==> config.mk <==
export PLATFORM = sky130hd
export DESIGN_NAME = pes_sysarray_ctrl
export DESIGN_NICKNAME = d
export VERILOG_FILES = /design/src/rtl/pes_sysarray_ctrl.sv
export SDC_FILE = /design/constraint.sdc
export NUM_CORES = 1
export LEC_CHECK = 0
export ABC_AREA = 1
export BUFFER_PORTS_ARGS = -buffer_cell sky130_fd_sc_hd__buf_2
export CORE_ASPECT_RATIO = 0.6
export CORE_MARGIN = 3
export CORE_UTILIZATION = 55
export CTS_CLUSTER_SIZE = 8
export DETAILED_ROUTE_END_ITERATION = 10
export HOLD_SLACK_MARGIN = 0.1
export PLACE_DENSITY = 0.86
export SLEW_MARGIN = 20
export SYNTH_ARGS = -nofsm -noshare
export SYNTH_HDL_FRONTEND = slang
export SYNTH_SLANG_ARGS = --single-unit
export TNS_END_PERCENT = 20
==> constraint.sdc <==
create_clock -name clk -period 7.1 [get_ports clk]
set_clock_uncertainty 0.05 [all_clocks]
set_input_delay 0.355 -clock clk [delete_from_list [all_inputs] [get_ports clk]]
set_output_delay 0.355 -clock clk [all_outputs]
set_load 0.05 [all_outputs]
==> src/rtl/pes_sysarray_ctrl.sv <==
// Sequencing controller for the pes_sysarray systolic multiplier: runs a batch of
// 8x8 tiles through prefetch, compute and row write-back, with all outputs registered.
module pes_sysarray_ctrl #(
    parameter int ARRAY_SIZE = 8,
    parameter int ADDR_WIDTH = 10,
    parameter int RUN_LEN    = 3*ARRAY_SIZE-2
) (
    input  logic                  clk,
    input  logic                  srstn,
    input  logic                  start,
    input  logic [7:0]            num_tiles,
    output logic                  busy,
    output logic                  done,
    output logic [ADDR_WIDTH-1:0] sram_raddr_w,
    output logic [ADDR_WIDTH-1:0] sram_raddr_d,
    output logic                  alu_start,
    output logic [8:0]            cycle_num,
    output logic [5:0]            matrix_index,
    output logic                  sram_wen,
    output logic [ADDR_WIDTH-1:0] sram_waddr
);

    typedef enum logic [2:0] {IDLE, PREFETCH, RUN, WRITE, FIN} state_t;

    localparam logic [8:0]            LAST_CYC  = 9'(RUN_LEN-1);
    localparam logic [8:0]            AS_CYC    = 9'(ARRAY_SIZE);
    localparam logic [5:0]            LAST_ROW  = 6'(ARRAY_SIZE-1);
    localparam logic [ADDR_WIDTH-1:0] AS_ADDR   = ADDR_WIDTH'(ARRAY_SIZE);
    localparam logic [ADDR_WIDTH-1:0] LAST_OFS  = ADDR_WIDTH'(ARRAY_SIZE-1);

    state_t                  state_q, state_n;
    logic [7:0]              tile_q, tile_n;
    logic [7:0]              ntiles_q, ntiles_n;
    logic [ADDR_WIDTH-1:0]   raddr_q, raddr_n;
    logic [ADDR_WIDTH-1:0]   rbase, rbase_next;
    logic                    busy_n, done_n, alu_n, wen_n;
    logic [8:0]              cyc_n;
    logic [5:0]              row_n;
    logic [ADDR_WIDTH-1:0]   waddr_n;

    assign rbase        = ADDR_WIDTH'(tile_q) * AS_ADDR;
    assign rbase_next   = ADDR_WIDTH'(tile_q + 8'd1) * AS_ADDR;
    assign sram_raddr_w = raddr_q;
    assign sram_raddr_d = raddr_q;

    // Outputs are computed one cycle ahead so every port comes straight from a flop.
    always_comb begin
        state_n  = state_q;
        tile_n   = tile_q;
        ntiles_n = ntiles_q;
        raddr_n  = raddr_q;
        waddr_n  = sram_waddr;
        busy_n   = 1'b0;
        done_n   = 1'b0;
        alu_n    = 1'b0;
        wen_n    = 1'b0;
        cyc_n    = '0;
        row_n    = '0;
        unique case (state_q)
            IDLE: begin
                if (start) begin
                    if (num_tiles != 8'd0) begin
                        ntiles_n = num_tiles;
                        tile_n   = '0;
                        raddr_n  = '0;
                        busy_n   = 1'b1;
                        state_n  = PREFETCH;
                    end else begin
                        done_n   = 1'b1;
                        state_n  = FIN;
                    end
                end
            end
            PREFETCH: begin
                busy_n  = 1'b1;
                alu_n   = 1'b1;
                raddr_n = rbase + ADDR_WIDTH'(1);
                state_n = RUN;
            end
            RUN: begin
                busy_n = 1'b1;
                if (cycle_num == LAST_CYC) begin
                    wen_n   = 1'b1;
                    waddr_n = rbase;
                    state_n = WRITE;
                end else begin
                    alu_n = 1'b1;
                    cyc_n = cycle_num + 9'd1;
                    // address leads data by one cycle: fetch row (next cycle_num)+1
                    if (cycle_num + 9'd2 < AS_CYC) raddr_n = rbase + ADDR_WIDTH'(cycle_num + 9'd2);
                    else                           raddr_n = rbase + LAST_OFS;
                end
            end
            WRITE: begin
                if (matrix_index == LAST_ROW) begin
                    if ({1'b0, tile_q} + 9'd1 < {1'b0, ntiles_q}) begin
                        busy_n  = 1'b1;
                        tile_n  = tile_q + 8'd1;
                        raddr_n = rbase_next;
                        state_n = PREFETCH;
                    end else begin
                        done_n  = 1'b1;
                        state_n = FIN;
                    end
                end else begin
                    busy_n  = 1'b1;
                    wen_n   = 1'b1;
                    row_n   = matrix_index + 6'd1;
                    waddr_n = rbase + ADDR_WIDTH'(matrix_index + 6'd1);
                end
            end
            FIN: state_n = IDLE;
            default: state_n = IDLE;
        endcase
    end

    always_ff @(posedge clk or negedge srstn) begin
        if (!srstn) begin
            state_q      <= IDLE;
            tile_q       <= '0;
            ntiles_q     <= '0;
            raddr_q      <= '0;
            busy         <= 1'b0;
            done         <= 1'b0;
            alu_start    <= 1'b0;
            cycle_num    <= '0;
            matrix_index <= '0;
            sram_wen     <= 1'b0;
            sram_waddr   <= '0;
        end else begin
            state_q      <= state_n;
            tile_q       <= tile_n;
            ntiles_q     <= ntiles_n;
            raddr_q      <= raddr_n;
            busy         <= busy_n;
            done         <= done_n;
            alu_start    <= alu_n;
            cycle_num    <= cyc_n;
            matrix_index <= row_n;
            sram_wen     <= wen_n;
            sram_waddr   <= waddr_n;
        end
    end

endmodule

* Yosys cells after proc, flatten, opt, wreduce, memory -nomap -nowiden
Cells that the tools add are included.
** Storage, ports and cells
- Register bits :: 58
- Bits of input ports :: 11
- Output and inout port bits :: 49
- Word-level logic and storage cells :: 88
** Operators by class
- $add $sub $neg :: 12
- $lt $le $gt $ge :: 2
- Equality and inequality tests :: 12
- Muxes and demuxes :: 40
- Reduce and logical (&&, ||, !) cells :: 11
** Operators by type and width (count)
- $mux W10 :: 8
- $pmux W10 S4 :: 1
- $mux W8 :: 4
- $pmux W10 S2 :: 1
- $mux W9 :: 2
- $pmux W8 S2 :: 1
- $mux W3 :: 5
- $ne A2 B2 Y1 const B :: 7
- $mux W6 :: 2
- $pmux W3 S4 :: 1
- $mux W1 :: 11
- $add A10 B1 Y10 const B :: 1
- $add A10 B10 Y10 :: 1
- $add A10 B3 Y10 const B :: 1
- $add A10 B7 Y10 :: 1
- $add A9 B2 Y10 const B :: 1
- $add A8 B1 Y9 const B :: 1
- $add A9 B1 Y9 const B :: 1
- $add A9 B2 Y9 const B :: 1
- $eq A9 B5 Y1 const B :: 1
- $lt A9 B4 Y1 const B :: 1
- $lt A9 B8 Y1 :: 1
- $reduce_and A3 Y1 :: 3
- $add A8 B1 Y8 const B :: 1
- 15 further kinds :: 19

* Logic depth before layout (Yosys ltp)
Gate-level depths: netlist of the first run.
- Depth in word-level cells :: 5
- Mapped depth :: 18
- Gate-level depth less buffers :: 17

* Worst setup path after synthesis of the first run
OpenSTA, ideal clock, no wires.
- Path type :: register to register
- From :: register tile_q[0]
- To :: register raddr_q[7] (netlist: sram_raddr_d[7])
- Setup time :: 123 ps
- Arrival time :: 2317 ps
- Required time :: 6927 ps
- Setup slack :: 4610 ps
- Stages on the path, launching flop included :: 17
- Buffers on the path :: 1
- Period minus slack after synthesis :: 2490 ps
- Cells stage by stage :: dfrtp_1 > ha_1 > nand2_2 > nor2_4 > nand3_1 > xor2_1 > ha_1 > a21o_1 > nand3_2 > nand2_2 > nor2_2 > nand2_2 > nand2_4 > nand3_4 > buf_6 > nand2_1 > o21ai_1
** Between the ends
- Cells in the longest elaborated chain, start to end :: 4
** Ends and longest elaborated chain
- from (decl) :: RTL line 32 : logic [7:0] tile_q, tile_n;
- from (signal assigned) :: RTL line 132 : tile_q <= tile_n;
- $add A8 B1 Y9, or another cell as far along :: RTL line 96 : if ({1'b0, tile_q} + 9'd1 < {1'b0, ntiles_q}) begin
- $lt A9 B8 Y1, or another cell as far along :: RTL line 96
- $ne A2 B2 Y1 (no source line), or another cell as far along
- $reduce_and A6 Y1 (no source line) / $pmux W10 S4 (equally long branches)
- to (signal assigned) :: RTL line 134 : raddr_q <= raddr_n;
- to (decl) :: RTL line 34 : logic [ADDR_WIDTH-1:0] raddr_q, raddr_n;
Parallel ways exist; a longest one is shown, timed or not. The select of a mux whose other input is x is not followed.
A chain may end at the register's enable or synchronous reset.

* Worst setup path after layout of the first run
- From :: register tile_q[0]
- To :: register tile_q[3]
** Between the ends
- Cells in the longest elaborated chain, start to end :: 4
** Ends and longest elaborated chain (RTL line)
- $add A8 B1 Y9 / $add A8 B1 Y8 (equally long branches) :: 96, 98
- $lt A9 B8 Y1 / $mux W8 (equally long branches) :: 96
- $ne A2 B2 Y1 (no source line) / $mux W8 (equally long branches)
- $reduce_and A5 Y1 (no source line) / $pmux W8 S2 (equally long branches)
Parallel ways exist; a longest one is shown, timed or not. The select of a mux whose other input is x is not followed.

==> results of run 1 <==
[sequential cells by signal, summed over array words and instances, names as in the netlist, 3 cells and up]
register and flops:
sram_raddr_d 10, tile_q 8, matrix_index 6, cycle_num 9, sram_waddr 10, state_q 3
ntiles_q 8
[worst paths after layout]
path / startpoint / end / slack (ns) / cells past startpoint
worst min register to register: sram_waddr[6] / sram_waddr[6] / 0.43 / 2
worst max register to register: tile_q[0] / tile_q[3] / 4.17 / 16
worst min-delay path: srstn / sram_raddr_d[8] / 0.10 / 2
max in group asynchronous: srstn / tile_q[6] / 6.39 / 2
min in group clk: num_tiles[7] / ntiles_q[7] / 0.25 / 3
worst max-delay path: tile_q[0] / tile_q[3] / 4.17 / 16
[cell type report]
type                            instances  area, um2  area share
Inverter                               75        282      0.0650
Clock buffer                           10        239      0.0552
Clock inverter                          6       88.8      0.0205
Timing Repair Buffer                   61        310      0.0717
Tap cell                               84        105      0.0243
Sequential cell                        58       1450       0.335
Multi-Input combinational cell        350       1850       0.428
[kinds of logic after synthesis]
group	Yosys count	share of synthesized area
buf+inv	94	0.111
xor+xnor	14	0.0330
fa+ha+maj	21	0.0707
simple gates	249	0.292
flops	58	0.391
compound gates	66	0.103
[layout by cell type, fill, tap and decap left out, types with 2 or more instances in the layout]
master | Yosys | final
buf_2 | 5 | 59
clkinvlp_4 | 0 | 2
nand2_1 | 146 | 146
inv_2 | 2 | 2
nand2_2 | 4 | 4
a22oi_1 | 2 | 2
xnor2_1 | 5 | 5
or2_2 | 3 | 3
inv_1 | 73 | 73
dfrtp_1 | 58 | 58
bufinv_16 | 0 | 2
nor2_1 | 36 | 36
clkbuf_16 | 0 | 9
o21a_1 | 2 | 2
o21ai_1 | 2 | 2
a21oi_1 | 17 | 17
nor3_1 | 8 | 8
nand3_1 | 31 | 31
nand4_1 | 12 | 12
o21ai_2 | 3 | 3
ha_1 | 21 | 21
o211ai_1 | 2 | 2
xor2_1 | 9 | 9
o21ai_0 | 30 | 30
buf_4 | 12 | 2
nor2_2 | 2 | 2
[worst max-delay path, delay by kind of cell (launching register included)]
kind	cells	cell delay, ns
flops	1	0.51
buf+inv	2	0.32
xor+xnor	1	0.27
fa+ha+maj	2	0.57
simple gates	10	0.95
compound gates	1	0.20
[power groups by stage]
stage | sequential, uW | combinational, uW | clock [uW]
floorplan | 629 | 483 | 0
global placement | 481 | 781 | 0
detailed placement | 486 | 791 | 0
CTS | 482 | 803 | 478
global route | 495 | 889 | 490
finish | 484 | 807 | 472
[routing by layer]
layer | up-vias | share of wire | global-route usage | wire [um]
li1 | 1703 | - | - | -
met3 | 13 | 0.11 | 0.0750 | 1040
met5 | - | 0 | 0 | 0
met1 | 1618 | 0.48 | 0.377 | 4560
met2 | 183 | 0.40 | 0.354 | 3880
met4 | 0 | 0.011 | 0.0707 | 102
[through the flow]
step / worst slack [ns] / hold WS (ns) / total power [uW] / instance area, um2 / util
floorplan: 4.61 / 0.00941 / 1110 / 3720 / -
global placement: 4.39 / 0.408 / 1260 / 4000 / 0.632
detailed placement: 4.32 / 0.421 / 1280 / 4000 / 0.632
CTS: 4.19 / 0.149 / 1760 / 4330 / 0.684
global route: 3.98 / 0.177 / 1870 / 4330 / 0.684
finish: 4.17 / 0.103 / 1760 / 4330 / 0.684
==> run metrics, run 1 <==
status=finished clean; Final HPWL DP=7170 um; DRT antenna net count=0; DR vias=3517; gpl congestion=0.967; final wirelength=9570 um; Critical Path Fanout Max=9; Max Root-Sink Buffers=2; antenna fix cells=0; drc violations=0; final setup vio count=0; Clk pwr share=0.268; die width=112 um; maximum level of the CTS H-tree=3; RSZ-0062 raised after global routing=false; startpoint types=register; layout cells sized above 1=0.175; top cells by area, synth=dfrtp_1 39%, nand2_1 15%, inv_1 7.4%, ha_1 7.1%, nand3_1 4.2%; Post-Syn Area per Cell=7.40 um2; Site Rows=22; part of the cycle the worst path needs=0.413; CP endpoint kind=register; area delta synth->final=16.5%; Final Hold Fails=0; initial DRC count=346; Worst-Skew Late Latency=0.33 ns; Sw Ratio=0.468; YS warnings=0; IO Port Bufs=59; top cells by count, synth=146 x nand2_1, 73 x inv_1, 58 x dfrtp_1, 36 x nor2_1, 31 x nand3_1; Int Power=938 uW; post-CTS resize count=0; Syn Nets=534; antenna violations before repair=0; Syn Inst Count=502; Most common cell on crit path=nand2_1; Yosys top cell area share=0.391; Slew HR=0.513; Async SR Flop Fraction=1.00; Nets=587; Tot GR Track Use=0.252; number of iterations in the first detailed-routing pass=5; routed len/inst=14.9 um; combinational share of power=0.458; Worst Tran Pin Value=0.731 ns; dpl cells=628; CTS tree=yes; CP arrival=3.14 ns; Critical-path top delay cell=dfrtp_1; Fill cells=515; Top FF cell, synth=dfrtp_1; Clock Pin Slew Worst Setup and Hold Paths=0.05 ns; Netlist Area Pre-Place=3720 um2; Yosys top cell by area=dfrtp_1; total gr overflow=0; Req. time, crit path=7.31 ns; Post-synth EDFFs=0; worst vdd ir=304 uV; full die area=7810 um2; P_leak=0.00244 uW; Final Max Tran Viols=0; Setup Total Neg Slack=0 ns; Yosys cell types=40; Initial Util=0.587; largest net degree at the start of global routing=59; Via-to-Cell Ratio=5.46; Post-CTS Setup Bufs=0; clk sinks=58; Reg power frac=0.274; max incr delay on CP=0.51 ns; hold buffer count at cts=0; number of buffers created by CTS=9; vias in the first global route=3233; critical path class=reg2reg; CTS Root Cell=clkbuf_16; Final min period=2.93 ns; Die Ht=69.7 um; Hold Path Class=in2async; first-pass GRT wire length=15800 um; Non-Filler Instances=644; pwr dens=407 nW/um2; cell with the most instances after synthesis=nand2_1; #FFs+latches synth=58; sw power=825 uW; # IOs=60; Fmax=341 MHz; post-synthesis sequential area ratio=0.391; worst-path cell chain=ha_1 -> nand2_2 -> nor2_4 -> nand3_1 -> xor2_1 -> ha_1 -> a21o_1 -> nand3_2 -> nand2_2 -> inv_1 -> nand2_1 -> nor2_1 -> nand4_1 -> inv_1 -> nand2_1 -> nand2_1; core box area=6330 um2; MaxCap Viol Count=0
Note: power is estimated with default switching activity, not from simulation.
==> run 2: changes to the inputs <==
Settings changed: CORE_UTILIZATION 55 to 52, PLACE_DENSITY 0.86 to 0.85.
Clock period 7.1 ns to 2.4 ns, I/O delays scaled along.
==> run 2 against run 1 <==
- the flow now finishes with violations (negative setup slack)
- first-iteration DRC count rose by 19%
- critical endpoint is now tile_q[6]
- utilization rose by 1.0 points
- critical path type unchanged
- power rose to 3.1 times the previous value
==> run metrics, run 2 (synthesis gave the netlist of run 1 again) <==
antenna violations before repair=0 (unchanged); Nets=628 (was 587); Non-Filler Instances=688 (was 644); Worst-Skew Late Latency=0.33 ns (about the same); dpl cells=659 (was 628); clk sinks=58 (unchanged); Critical Path Fanout Max=8 (was 9); r2r endpoint=tile_q[6] (was tile_q[3]); CTS Root Cell=clkbuf_16 (unchanged); P_leak=0.00265 uW (was 0.00244 uW); number of buffers created by CTS=9 (unchanged); worst vdd ir=425 uV (was 304 uV); drc violations=0 (unchanged); number of iterations in the first detailed-routing pass=5 (unchanged); maximum level of the CTS H-tree=3 (unchanged); worst-path cell chain=ha_2 -> nand2_2 -> nor2_4 -> nand3_2 -> xor2_2 -> ha_1 -> a21o_1 -> nand3_2 -> nand2_2 -> nor2_2 -> nand2_2 -> nand2_4 -> nand4_4 -> nand2_1 -> nand2_1 (was ha_1 -> nand2_2 -> nor2_4 -> nand3_1 -> xor2_1 -> ha_1 -> a21o_1 -> nand3_2 -> nand2_2 -> inv_1 -> nand2_1 -> nor2_1 -> nand4_1 -> inv_1 -> nand2_1 -> nand2_1); Final Core Density=0.694 (was 0.684); IO Port Bufs=59 (unchanged); layout cells sized above 1=0.228 (was 0.175); Hold Path Class=in2async (unchanged); DRT antenna net count=0 (unchanged); routed len/inst=15.3 um (was 14.9 um); vias in the first global route=3460 (was 3233); failing checks=negative setup slack; Final HPWL DP=7820 um (was 7170 um); largest net degree at the start of global routing=37 (was 59); r2r worst-path depth=15 (was 16); Fill cells=542 (was 515); Critical-path top delay cell=dfrtp_1 (unchanged); Die Ht=71.5 um (was 69.7 um); setup ws final=-0.159 ns (was 4.17 ns); first-pass GRT wire length=16700 um (was 15800 um); full die area=8230 um2 (was 7810 um2); max incr delay on CP=0.37 ns (was 0.51 ns); # IOs=60 (unchanged); area delta synth->final=26.8% (was 16.5%); pwr dens=1140 nW/um2 (was 407 nW/um2); Slew HR=0.620 (was 0.513); final setup vio count=19 (was 0); most frequent cells in the layout=144 x nand2_1, 72 x inv_1, 59 x buf_2, 57 x dfrtp_1, 35 x nor2_1 (was 146 x nand2_1, 73 x inv_1, 59 x buf_2, 58 x dfrtp_1, 36 x nor2_1); flop-to-flop setup slack=-0.16 ns (was 4.17 ns); Site Rows=23 (was 22); CP arrival=2.72 ns (was 3.14 ns); core box area=6790 um2 (was 6330 um2); die width=115 um (was 112 um); CP endpoint kind=register (unchanged); Via-to-Cell Ratio=5.48 (was 5.46); MaxCap Viol Count=0 (unchanged); Reg2Reg Launch Point=tile_q[1] (was tile_q[0]); Most common cell on crit path=nand2_2 (was nand2_1); antenna fix cells=0 (unchanged); Clock Pin Slew Worst Setup and Hold Paths=0.05 ns (about the same); commonest non-fill, non-tap cell in the layout=nand2_1 (unchanged); RSZ-0062 raised after global routing=true (was false); Initial Util=0.547 (was 0.587); startpoint types=register (unchanged); DR vias=3769 (was 3517); total gr overflow=0 (unchanged); Fmax=391 MHz (was 341 MHz); CTS tree=yes (unchanged); critical path class=reg2reg (unchanged); part of the cycle the worst path needs=1.07 (was 0.413); Final Max Tran Viols=0 (unchanged); Max Root-Sink Buffers=2 (unchanged); Final Hold Fails=0 (unchanged); gpl congestion=0.986 (was 0.967); Final min period=2.56 ns (was 2.93 ns); final wirelength=10500 um (was 9570 um); Req. time, crit path=2.56 ns (was 7.31 ns); Worst Tran Pin Value=0.571 ns (was 0.731 ns); status=finished with violations (was finished clean); Tot GR Track Use=0.262 (was 0.252); initial DRC count=411 (was 346)
-- run 2: cell types whose count changed in the layout (fill, tap and decap cells not counted), sizes merged --
cell / previous run / this run
nand3: 33 / 34
bufinv: 2 / 1
dlygate4sd3: 0 / 10
buf: 61 / 91
clkbuf: 10 / 12
inv: 76 / 75
-- run 2: worst max-delay path: cells and delay by family, from the launching register on --
kind	cells	cell delay (ns)
compound gates	1	0.20
xor+xnor	1	0.17
fa+ha+maj	2	0.50
flops	1	0.37
simple gates	11	1.15
-- run 2: timing repair --
action / in CTS / in global routing
setup endpoints to repair: 19 / 22
hold buffers: 10 / 0
gates resized for setup: 4 / 4
gates cloned: 1 / 0
hold endpoints to repair: 31 / 0
buffers inserted: 1 / 1
-- run 2: layout make-up --
class | count | area (um2) | share of cell area
Timing Repair Buffer | 101 | 648 | 0.138
Clock buffer | 12 | 256 | 0.0544
Multi-Input combinational cell | 351 | 1910 | 0.406
Tap cell | 87 | 109 | 0.0231
Inverter | 75 | 282 | 0.0597
Clock inverter | 4 | 50.0 | 0.0106
Sequential cell | 58 | 1450 | 0.308
-- run 2: per-layer routing --
metal,track usage,share of wire,wire [um],vias to the layer above
met3,0.0667,0.11,1160,20
li1,-,-,-,1795
met4,0.0781,0.015,162,0
met1,0.375,0.45,4760,1734
met2,0.395,0.42,4430,220
met5,0,0,0,-
-- run 2: how the worst max path moves through the flow --
stage	from	end	slack (ns)	cells past startpoint
global placement	tile_q[2]	sram_raddr_d[0]	-0.02	13
CTS	tile_q[1]	tile_q[6]	-0.12	15
global route	tile_q[1]	tile_q[6]	-0.28	15
detailed placement	tile_q[1]	tile_q[1]	-0.12	15
finish	tile_q[1]	tile_q[6]	-0.16	15
floorplan	tile_q[1]	sram_raddr_d[7]	-0.05	16
-- run 2: stage by stage --
stage	power (uW)	setup TNS (ns)	hold WS, ns	setup WS [ns]	instance area (um2)
6_report	5390	-2.31	0.280	-0.159	4710
3_3_place_gp	3880	-0.0606	0.0935	-0.0181	4240
5_1_grt	5710	-5.04	0.340	-0.282	4710
3_5_place_dp	3950	-1.64	0.0954	-0.119	4240
2_1_floorplan	3290	-0.311	-0.226	-0.0525	3730
4_1_cts	5350	-1.74	0.288	-0.121	4700
-- run 2: power by group --
part | switching, uW | internal, uW
Sequential | 161 | 1230
Clock | 439 | 857
Combinational | 1950 | 765
Total | 2550 | 2850
